`src/rtl/frequency_pkg.sv`:
```
// -----------------------------------------------------------------------------
// frequency_pkg
// Shared types and constants for the frequency_bank clock/tick generator.
//   mode_e       : per-channel output mode (square clock or one-cycle pulse)
//   chan_state_e : per-channel FSM state (IDLE / RUN)
//   DEF_CNT_W, DEF_DEFAULT_DIV : default counter width and reset divisor
//   clamp_div()  : maps a divisor of 0 to 1 so a period is never empty
// -----------------------------------------------------------------------------
package frequency_pkg;

    typedef enum logic {
        MODE_SQUARE = 1'b0,
        MODE_PULSE  = 1'b1
    } mode_e;

    typedef enum logic {
        IDLE = 1'b0,
        RUN  = 1'b1
    } chan_state_e;

    localparam int DEF_CNT_W       = 16;
    localparam int DEF_DEFAULT_DIV = 500;

    // A divisor of zero would never wrap; treat it as the fastest rate.
    function automatic logic [31:0] clamp_div(input logic [31:0] d);
        return (d == 32'd0) ? 32'd1 : d;
    endfunction

endpackage

```
`src/rtl/frequency_channel.sv`:
```
// -----------------------------------------------------------------------------
// frequency_channel
// One divider channel: IDLE/RUN FSM, period counter, pending-divisor register
// and registered outputs.
// Ports:
//   clk_50    in   system clock, rising edge
//   rst_n     in   asynchronous active-low reset
//   en        in   run enable (level)
//   mode      in   0 = square clock, 1 = pulse
//   wr        in   divisor write strobe for this channel (one cycle)
//   wr_data   in   divisor value written
//   clk_out   out  divided output (square, or equal to tick in pulse mode)
//   tick      out  one-cycle pulse at each period boundary
//   state_dbg out  current FSM state
// -----------------------------------------------------------------------------
module frequency_channel
    import frequency_pkg::*;
#(
    parameter int CNT_W       = DEF_CNT_W,
    parameter int DEFAULT_DIV = DEF_DEFAULT_DIV
) (
    input  logic             clk_50,
    input  logic             rst_n,
    input  logic             en,
    input  logic             mode,
    input  logic             wr,
    input  logic [CNT_W-1:0] wr_data,
    output logic             clk_out,
    output logic             tick,
    output chan_state_e      state_dbg
);

    localparam logic [CNT_W-1:0] RESET_DIV = CNT_W'(clamp_div(32'(DEFAULT_DIV)));
    localparam logic [CNT_W-1:0] ONE       = CNT_W'(1);

    chan_state_e      state, state_nxt;
    mode_e            mode_now;
    mode_e            eff_mode, eff_mode_nxt;
    logic [CNT_W-1:0] cnt, cnt_nxt;
    logic [CNT_W-1:0] active_div, active_div_nxt;
    logic [CNT_W-1:0] pend_div, pend_div_nxt;
    logic             pend_valid, pend_valid_nxt;
    logic             clk_out_nxt, tick_nxt;
    logic [CNT_W-1:0] wr_div;
    logic             wrap;

    assign mode_now  = mode_e'(mode);
    assign wr_div    = CNT_W'(clamp_div(32'(wr_data)));
    assign wrap      = (state == RUN) && (cnt == active_div - ONE);
    assign state_dbg = state;

    // State register
    always_ff @(posedge clk_50 or negedge rst_n) begin
        if (!rst_n) begin
            state <= IDLE;
        end else begin
            state <= state_nxt;
        end
    end

    // Next-state logic
    always_comb begin
        state_nxt = state;
        case (state)
            IDLE:    if (en)  state_nxt = RUN;
            RUN:     if (!en) state_nxt = IDLE;
            default: state_nxt = IDLE;
        endcase
    end

    // Output / datapath next values
    always_comb begin
        cnt_nxt        = cnt;
        clk_out_nxt    = clk_out;
        tick_nxt       = 1'b0;
        active_div_nxt = active_div;
        pend_div_nxt   = pend_div;
        pend_valid_nxt = pend_valid;
        eff_mode_nxt   = eff_mode;

        if (state == IDLE || state_nxt == IDLE) begin
            // Idle, or being stopped this cycle: no partial period completes.
            // A divisor still pending when the channel stops is applied here,
            // since with no period running there is nothing left to protect.
            cnt_nxt        = '0;
            clk_out_nxt    = 1'b0;
            eff_mode_nxt   = mode_now;
            pend_valid_nxt = 1'b0;
            if (wr) begin
                active_div_nxt = wr_div;
            end else if (pend_valid) begin
                active_div_nxt = pend_div;
            end
        end else if (wrap) begin
            // Period boundary: new mode and any new divisor take effect here.
            cnt_nxt        = '0;
            tick_nxt       = 1'b1;
            eff_mode_nxt   = mode_now;
            clk_out_nxt    = (mode_now == MODE_PULSE) ? 1'b1 : ~clk_out;
            pend_valid_nxt = 1'b0;
            if (wr) begin
                active_div_nxt = wr_div;
            end else if (pend_valid) begin
                active_div_nxt = pend_div;
            end
        end else begin
            // Mid-period: the running period keeps its divisor; a write is
            // parked (a later write overwrites it). In square mode clk_out
            // holds; a pulse is only ever one cycle wide.
            cnt_nxt = cnt + ONE;
            if (eff_mode == MODE_PULSE) begin
                clk_out_nxt = 1'b0;
            end
            if (wr) begin
                pend_div_nxt   = wr_div;
                pend_valid_nxt = 1'b1;
            end
        end
    end

    // Datapath and output registers
    always_ff @(posedge clk_50 or negedge rst_n) begin
        if (!rst_n) begin
            cnt        <= '0;
            clk_out    <= 1'b0;
            tick       <= 1'b0;
            active_div <= RESET_DIV;
            pend_div   <= '0;
            pend_valid <= 1'b0;
            eff_mode   <= MODE_SQUARE;
        end else begin
            cnt        <= cnt_nxt;
            clk_out    <= clk_out_nxt;
            tick       <= tick_nxt;
            active_div <= active_div_nxt;
            pend_div   <= pend_div_nxt;
            pend_valid <= pend_valid_nxt;
            eff_mode   <= eff_mode_nxt;
        end
    end

endmodule

```
`src/rtl/frequency_bank.sv`:
```
// -----------------------------------------------------------------------------
// frequency_bank
// Multi-channel programmable clock/tick generator running from clk_50. Each
// channel has its own divisor, enable and output mode.
// Optional build macro: FREQ_SYNC_EN -- when defined, each en bit passes
// through a two-flop synchronizer before its channel (start/stop latency +2).
// Ports:
//   clk_50    in   system clock, rising edge
//   rst_n     in   asynchronous active-low reset
//   en        in   per-channel run enable (level)
//   mode      in   per-channel mode: 0 = square clock, 1 = pulse
//   div_wr    in   divisor write strobe
//   div_sel   in   channel addressed by div_wr
//   div_data  in   divisor value written
//   clk_out   out  per-channel divided output
//   tick      out  per-channel one-cycle pulse at each period boundary
//   state_dbg out  per-channel FSM state (1 = RUN)
// Write interface: div_wr is a single-cycle strobe with no back-pressure; a
// write is taken in the cycle div_wr is high and div_sel names an existing
// channel, otherwise it is dropped.
// -----------------------------------------------------------------------------
module frequency_bank
    import frequency_pkg::*;
#(
    parameter  int CHANNELS    = 2,
    parameter  int CNT_W       = DEF_CNT_W,
    parameter  int DEFAULT_DIV = DEF_DEFAULT_DIV,
    localparam int SEL_W       = (CHANNELS > 1) ? $clog2(CHANNELS) : 1
) (
    input  logic                clk_50,
    input  logic                rst_n,
    input  logic [CHANNELS-1:0] en,
    input  logic [CHANNELS-1:0] mode,
    input  logic                div_wr,
    input  logic [SEL_W-1:0]    div_sel,
    input  logic [CNT_W-1:0]    div_data,
    output logic [CHANNELS-1:0] clk_out,
    output logic [CHANNELS-1:0] tick,
    output logic [CHANNELS-1:0] state_dbg
);

    logic [CHANNELS-1:0] en_int;
    logic [CHANNELS-1:0] ch_wr;

    // Write decode; out-of-range selects match no channel.
    always_comb begin
        ch_wr = '0;
        for (int c = 0; c < CHANNELS; c++) begin
            ch_wr[c] = div_wr && (32'(div_sel) == 32'(c));
        end
    end

`ifdef FREQ_SYNC_EN
    logic [CHANNELS-1:0] en_meta;
    logic [CHANNELS-1:0] en_sync;

    always_ff @(posedge clk_50 or negedge rst_n) begin
        if (!rst_n) begin
            en_meta <= '0;
            en_sync <= '0;
        end else begin
            en_meta <= en;
            en_sync <= en_meta;
        end
    end

    assign en_int = en_sync;
`else
    assign en_int = en;
`endif

    for (genvar g = 0; g < CHANNELS; g++) begin : g_chan
        chan_state_e ch_state;

        frequency_channel #(
            .CNT_W       (CNT_W),
            .DEFAULT_DIV (DEFAULT_DIV)
        ) u_chan (
            .clk_50    (clk_50),
            .rst_n     (rst_n),
            .en        (en_int[g]),
            .mode      (mode[g]),
            .wr        (ch_wr[g]),
            .wr_data   (div_data),
            .clk_out   (clk_out[g]),
            .tick      (tick[g]),
            .state_dbg (ch_state)
        );

        assign state_dbg[g] = (ch_state == RUN);
    end

endmodule

```
`config.mk`:
```
export PLATFORM = sky130hd
export DESIGN_NAME = frequency_bank
export DESIGN_NICKNAME = d
export VERILOG_FILES = /design/src/rtl/frequency_pkg.sv /design/src/rtl/frequency_channel.sv /design/src/rtl/frequency_bank.sv
export SDC_FILE = /design/constraint.sdc
export NUM_CORES = 1
export LEC_CHECK = 0
export CAP_MARGIN = 30
export CORE_ASPECT_RATIO = 1.2
export CORE_MARGIN = 4
export CORE_UTILIZATION = 60
export CTS_BUF_LIST = sky130_fd_sc_hd__clkbuf_4 sky130_fd_sc_hd__clkbuf_8 sky130_fd_sc_hd__clkbuf_16
export DETAILED_ROUTE_END_ITERATION = 16
export PLACE_DENSITY = 0.83
export SLEW_MARGIN = 20
export SYNTH_ARGS = -nofsm -noshare
export SYNTH_HDL_FRONTEND = slang
export SYNTH_SLANG_ARGS = --single-unit
export TNS_END_PERCENT = 30
```
`constraint.sdc`:
```
create_clock -name clk_50 -period 4.1 [get_ports clk_50]
set_input_delay 0.82 -clock clk_50 [delete_from_list [all_inputs] [get_ports clk_50]]
set_output_delay 0.82 -clock clk_50 [all_outputs]
set_load 0.02 [all_outputs]
```
# Word level (Yosys, flattened, before mapping)
# Index checks and enable logic that the tools add are counted.
[word_totals] register_bits=106 latchBits=0 mem_bits_rw=0 mem_bits_ro=0 input_bits=24 word_cells=85 n_memories=0
[classes] n_addsub=4 n_mul=0 div=0 n_lt_le_gt_ge=0 n_eq_ne=2 shifts=0 muxes=37 bitwise_logic=11 n_reduce_logical=15
[ops] operator="$mux 16" n=13
[ops] operator="$add 16x1->16 const B" n=2
[ops] operator="$eq 16x16->1" n=2
[ops] operator="$sub 16x1->16 const B" n=2
[ops] operator="$mux 1" n=24
[ops] operator="$logic_not 16->1" n=1
[ops] operator="$reduce_bool 3->1" n=4
[ops] operator="$not 1->1" n=11
[ops] operator="$reduce_and 3->1" n=2
[ops] operator="$logic_and 1x1->1" n=4
[ops] operator="$reduce_bool 2->1" n=2
[ops] operator="$logic_or 1x1->1" n=2

# Depth between registers and ports, before layout
# Gate-level depths: netlist of the first run.
[logic_depth] ltp_word=5 ltp_mapped=12

# Cells and area by module
# A second synthesis of the first run with hierarchy kept.
[hier_totals] cells_unflattened=609 area_unflattened_um2=6168.4
[by_module_without_submodules] module="frequency_channel at g_chan[0].u_chan" instances=1 cells_each=304 area_per_inst_um2=3091.7 seq_area_each_um2=1333.8
[by_module_without_submodules] module="frequency_channel at g_chan[1].u_chan" instances=1 cells_each=301 area_per_inst_um2=3045.4 seq_area_each_um2=1333.8
[by_module_without_submodules] module="frequency_bank" instances=1 cells_each=4 area_per_inst_um2=31.3 seq_area_each_um2=0.0

# Least setup slack after synthesis of the first run
# No wires, ideal clock.
[synth_timing] kind="flip-flop to flip-flop" start="register g_chan[1].u_chan.active_div[0]" end="register g_chan[1].u_chan.pend_div[10]" setup_ns=0.125 arrival_time_ns=3.000 required_ns=3.975 setup_slack_ns=0.974 stages_incl_launch_ff=12 path_buffers=2 path_cell_list="dfrtp_1 clkbuf_1 inv_1 ha_1 nor4b_1 a21oi_1 a41o_1 a31oi_1 nor4_4 a211oi_4 buf_6 mux2_4"
[synth_between] elab_chain_len=5
[synth_rtl] element="start, declared" line="frequency_channel.sv:40" source="logic [CNT_W-1:0] active_div, active_div_nxt;"
[synth_rtl] element="start signal, assigned" line="frequency_channel.sv:135" source="active_div <= active_div_nxt;"
[synth_rtl] element="$sub 16x1->16" line="frequency_channel.sv:49" source="assign wrap = (state == RUN) && (cnt == active_div - ONE);"
[synth_rtl] element="$eq 16x16->1" line="frequency_channel.sv:49"
[synth_rtl] element="$logic_and 1x1->1" line="frequency_channel.sv:49"
[synth_rtl] element="$not 1->1 (no line)"
[synth_rtl] element="$reduce_and 3->1 (no line)"
[synth_rtl] element="end signal, assigned" line="frequency_channel.sv:136" source="pend_div <= pend_div_nxt;"
[synth_rtl] element="end, declared" line="frequency_channel.sv:41" source="logic [CNT_W-1:0] pend_div, pend_div_nxt;"
# Every way passes these cells.
# A chain may end at the register's enable or synchronous reset.

# Worst setup path in the final report of the first run
[layout_timing] start="register g_chan[1].u_chan.active_div[0]" end="register g_chan[1].u_chan.active_div[0]"
[layout_between] elab_chain_len=4 elab_cells_between_ends=8
[layout_rtl] element="$sub 16x1->16 or $mux 16 (tied branches)"
[layout_rtl] element="$eq 16x16->1 or $mux 16 (tied branches)"
[layout_rtl] element="$logic_and 1x1->1 or $mux 16 (tied branches)"
[layout_rtl] element="$reduce_bool 2->1 (no line) or $mux 16 (tied branches)"
# Several ways; a longest one is shown, not always the timed one. The select of a mux whose other input is x is not followed.

==> flow_summary.ini, run 1 <==
[placement]
portBuffers = 29
dp_hpwl_mm = 10.4
place.gp.congestion = 0.860
post-place-ws_ns = 0.634

[clocking]
clk_pin_slew_ns = 0.07
cts_hold_buf = 0
ctsResizeCount = 0
clkSinkCount = 106
clock_latency_ns = 0.35
clockRootBuffer = clkbuf_16
htree_levels = 3
cts.path.max_buffers = 2
post-cts-setup-buffers = 0
cts_tree = built
cts_made_buffers = 9

[job]
max-cap-violations = 0

[routing]
via_count = 4934
drc_errors = 0
wl_mm = 14.4
drtIter0Drc = 236
drtAntennaViolNets = 0
dr.pass1.iters = 5
wl_per_cell_um = 19.0
routed_via_density = 6.50

[power_and_ir_drop]
leakage_uw = 0.00266
total_power_uw = 2990
power_density_mw_per_mm2 = 436
ir_drop_mv = 0.250

[worst_setup_path]
worst_ep_arrival_time_ns = 3.74
required_ns = 4.33
critical_path_class = register to register
critPathMaxFanout = 34
r2r-start = g_chan[1].u_chan.active_div[0]
rr_endpoint = g_chan[1].u_chan.active_div[0]
r2r_cells = 11
r2r_slack_ns = 0.59
cp-end-kind = register
critical_path.startpoint_type = register

[die]
initial_core_util_pct = 61.7
dieWidth_um = 101
core-area_sq_mm = 0.0101
io-pin-count = 30
die_h_um = 120
num_rows = 40
design.die.area_sq_mm = 0.0121

[yosys]
synth-async-reset-ratio_pct = 100
synth-adder-area-share_pct = 0.963
syn_area_sq_mm = 0.00624
synth-compound-area-share_pct = 17.3
synth_top_family_by_area = simple AND/OR/NAND/NOR gates
seq_area_frac_synth_pct = 42.8
ys_seq_elements = 106
synth_mux_area_share_pct = 7.58
synthFlopType = dfrtp_1
synth_xor_area_share_pct = 8.00
synth_warnings = 0
synthCells = 631
syn_area_per_cell_sq_um = 9.88
synth-simple-area-share_pct = 18.6
synth_edf_count = 0
ys_types = 69
syn_nets = 659

[grt]
grt.overflow.total = 0
antenna_found_initial = 0
track_usage_pct = 24.7
grt_pass1_vias = 4948
grt_first_pass_wirelength_mm = 23.9
grt_max_degree = 57

[worst_hold_path]
min_from = g_chan[1].u_chan.pend_div[1]
holdPathEnd = g_chan[1].u_chan.pend_div[1]
hold_class = register to register
hold_depth = 1

[timing]
layout_setup_ws_ns = 0.589
finalMaxSlewViolations = 0
skew_ns = 0.00671
slew_headroom_pct = 47.5
clock.fmax_ghz = 0.285
setup_violations = 0
worst_pin_slew_ns = 0.776
rsz0062_at_grt = false
finalSetupTns_ns = 0
min_period_over_period_pct = 85.6
finalHoldViolations = 0
min_period_ns = 3.51

[layout]
nNetsFinal = 656
layout_commonest_cell = dfrtp_1
area_delta_synth_final_pct = 9.81
post_route_cells_drive_above_1_share_pct = 14.5
diodes = 0
final_cell_mix = dfrtp_1, nor2_1, nor3_1, xnor2_1, clkdlybuf4s50_1
fill_cells = 792

[status]
status = finished, final reports clean
-- power breakdown --
| part | leakage (uW) | switching (uW) | internal, uW |
|---|---|---|---|
| clock network | 0.000153 | 383 | 495 |
| logic | 0.00118 | 367 | 337 |
| registers | 0.00133 | 194 | 1210 |
-- worst max-delay path by stage --
stage,startpoint,endpoint,slack (ns),cells after the start
final,g_chan[1].u_chan.active_div[0],g_chan[1].u_chan.active_div[0],0.59,11
after global placement,g_chan[0].u_chan.active_div[0],g_chan[0].u_chan.active_div[0],0.71,9
after detailed placement,g_chan[1].u_chan.active_div[0],g_chan[1].u_chan.active_div[0],0.63,11
after CTS,g_chan[1].u_chan.active_div[0],g_chan[1].u_chan.active_div[0],0.63,11
after global routing,g_chan[1].u_chan.active_div[1],g_chan[1].u_chan.active_div[0],0.30,11
after floorplan,g_chan[1].u_chan.active_div[0],g_chan[1].u_chan.pend_div[10],0.97,11
-- sequential cells by signal (all words and copies together), names as in the netlist --
| register | flops |
|---|---|
| g_chan.u_chan.active_div | 32 |
| g_chan.u_chan.clk_out | 2 |
| g_chan.u_chan.cnt | 32 |
| g_chan.u_chan.eff_mode | 2 |
| g_chan.u_chan.pend_div | 32 |
| g_chan.u_chan.pend_valid | 2 |
| g_chan.u_chan.state_dbg | 2 |
| g_chan.u_chan.tick | 2 |
-- cell type report --
type	instances	area [sq um]	share of cell area [%]
Clock inverter	5	53.8	0.786
Timing Repair Buffer	42	385	5.63
Tap cell	126	158	2.30
Multi-Input combinational cell	456	3290	48.0
Inverter	13	48.8	0.712
Clock buffer	11	246	3.60
Sequential cell	106	2670	38.9
-- critical path, stage by stage (launching register included) --
cell and delay, ns:
dfrtp_1 0.51, inv_1 0.11, ha_1 0.28, nor4b_1 0.50
nand3_1 0.22, nor4_1 0.36, nor3_1 0.13, nor4_4 0.36
buf_4 0.39, a21o_1 0.20, buf_4 0.22, a211oi_1 0.10
-- metrics by stage --
stage	util, %	cells	cell area [sq um]	hold WS, ns
3_5_place_dp	64.8	743	6550	0.495
4_1_cts	67.7	759	6850	0.513
5_1_grt	67.7	759	6850	0.526
3_3_place_gp	64.7	742	6540	0.482
6_report	67.7	759	6850	0.510
2_1_floorplan	-	631	6240	0.473
-- cell families after synthesis --
family,Yosys count
adder cells (fa/ha/maj),5
AO/OA/AOI/OAI,145
flip-flops,106
buffers and inverters,69
AND/OR/NAND/NOR,210
XOR/XNOR,57
multiplexers,39
-- routing by layer --
metal / routed length [um] / share of wire (%) / global-route usage, % / vias to the layer above
li1: - / - / - / 2329
met1: 5680 / 39 / 28.6 / 2437
met2: 7760 / 54 / 43.5 / 125
met3: 484 / 3.4 / 4.07 / 43
met4: 498 / 3.5 / 11.8 / 0
met5: 0 / 0 / 0 / -
-- synth_stat cells (5+ instances only) --
library cell  count  area share (%)
clkbuf_1         36             2.2
dfrtp_1          94              38
a311oi_1         15             2.1
nand3_1          23             1.8
o2bb2ai_1        16             2.2
dfstp_2          12             5.1
buf_4             6            0.72
nand3b_1          5            0.60
buf_2            10            0.80
xor2_1           27             3.8
nand2_1          23             1.4
a21oi_1          24             1.9
inv_1            13            0.78
a211oi_1          7            0.84
and2_1            5            0.50
nand2b_1          6            0.60
xnor2_1          30             4.2
nand4_1           8            0.80
nor2_1           46             2.8
nor4_1            9            0.90
nor3_1           34             2.7
nor2b_1          10             1.0
mux2_4           10             2.4
mux2_2           26             4.7
o31ai_1          17             2.0
a22oi_1          15             1.8
and3_1            9            0.90
o22ai_1          17             1.7
nor4b_1           5            0.70
Note: power is estimated with default switching activity, not from simulation.
==> run 2: changes to the inputs <==
- SKIP_LAST_GASP: not set -> 1
==> results of run 2 <==
Final layout, timing and power as in run 1 (identical DEF).
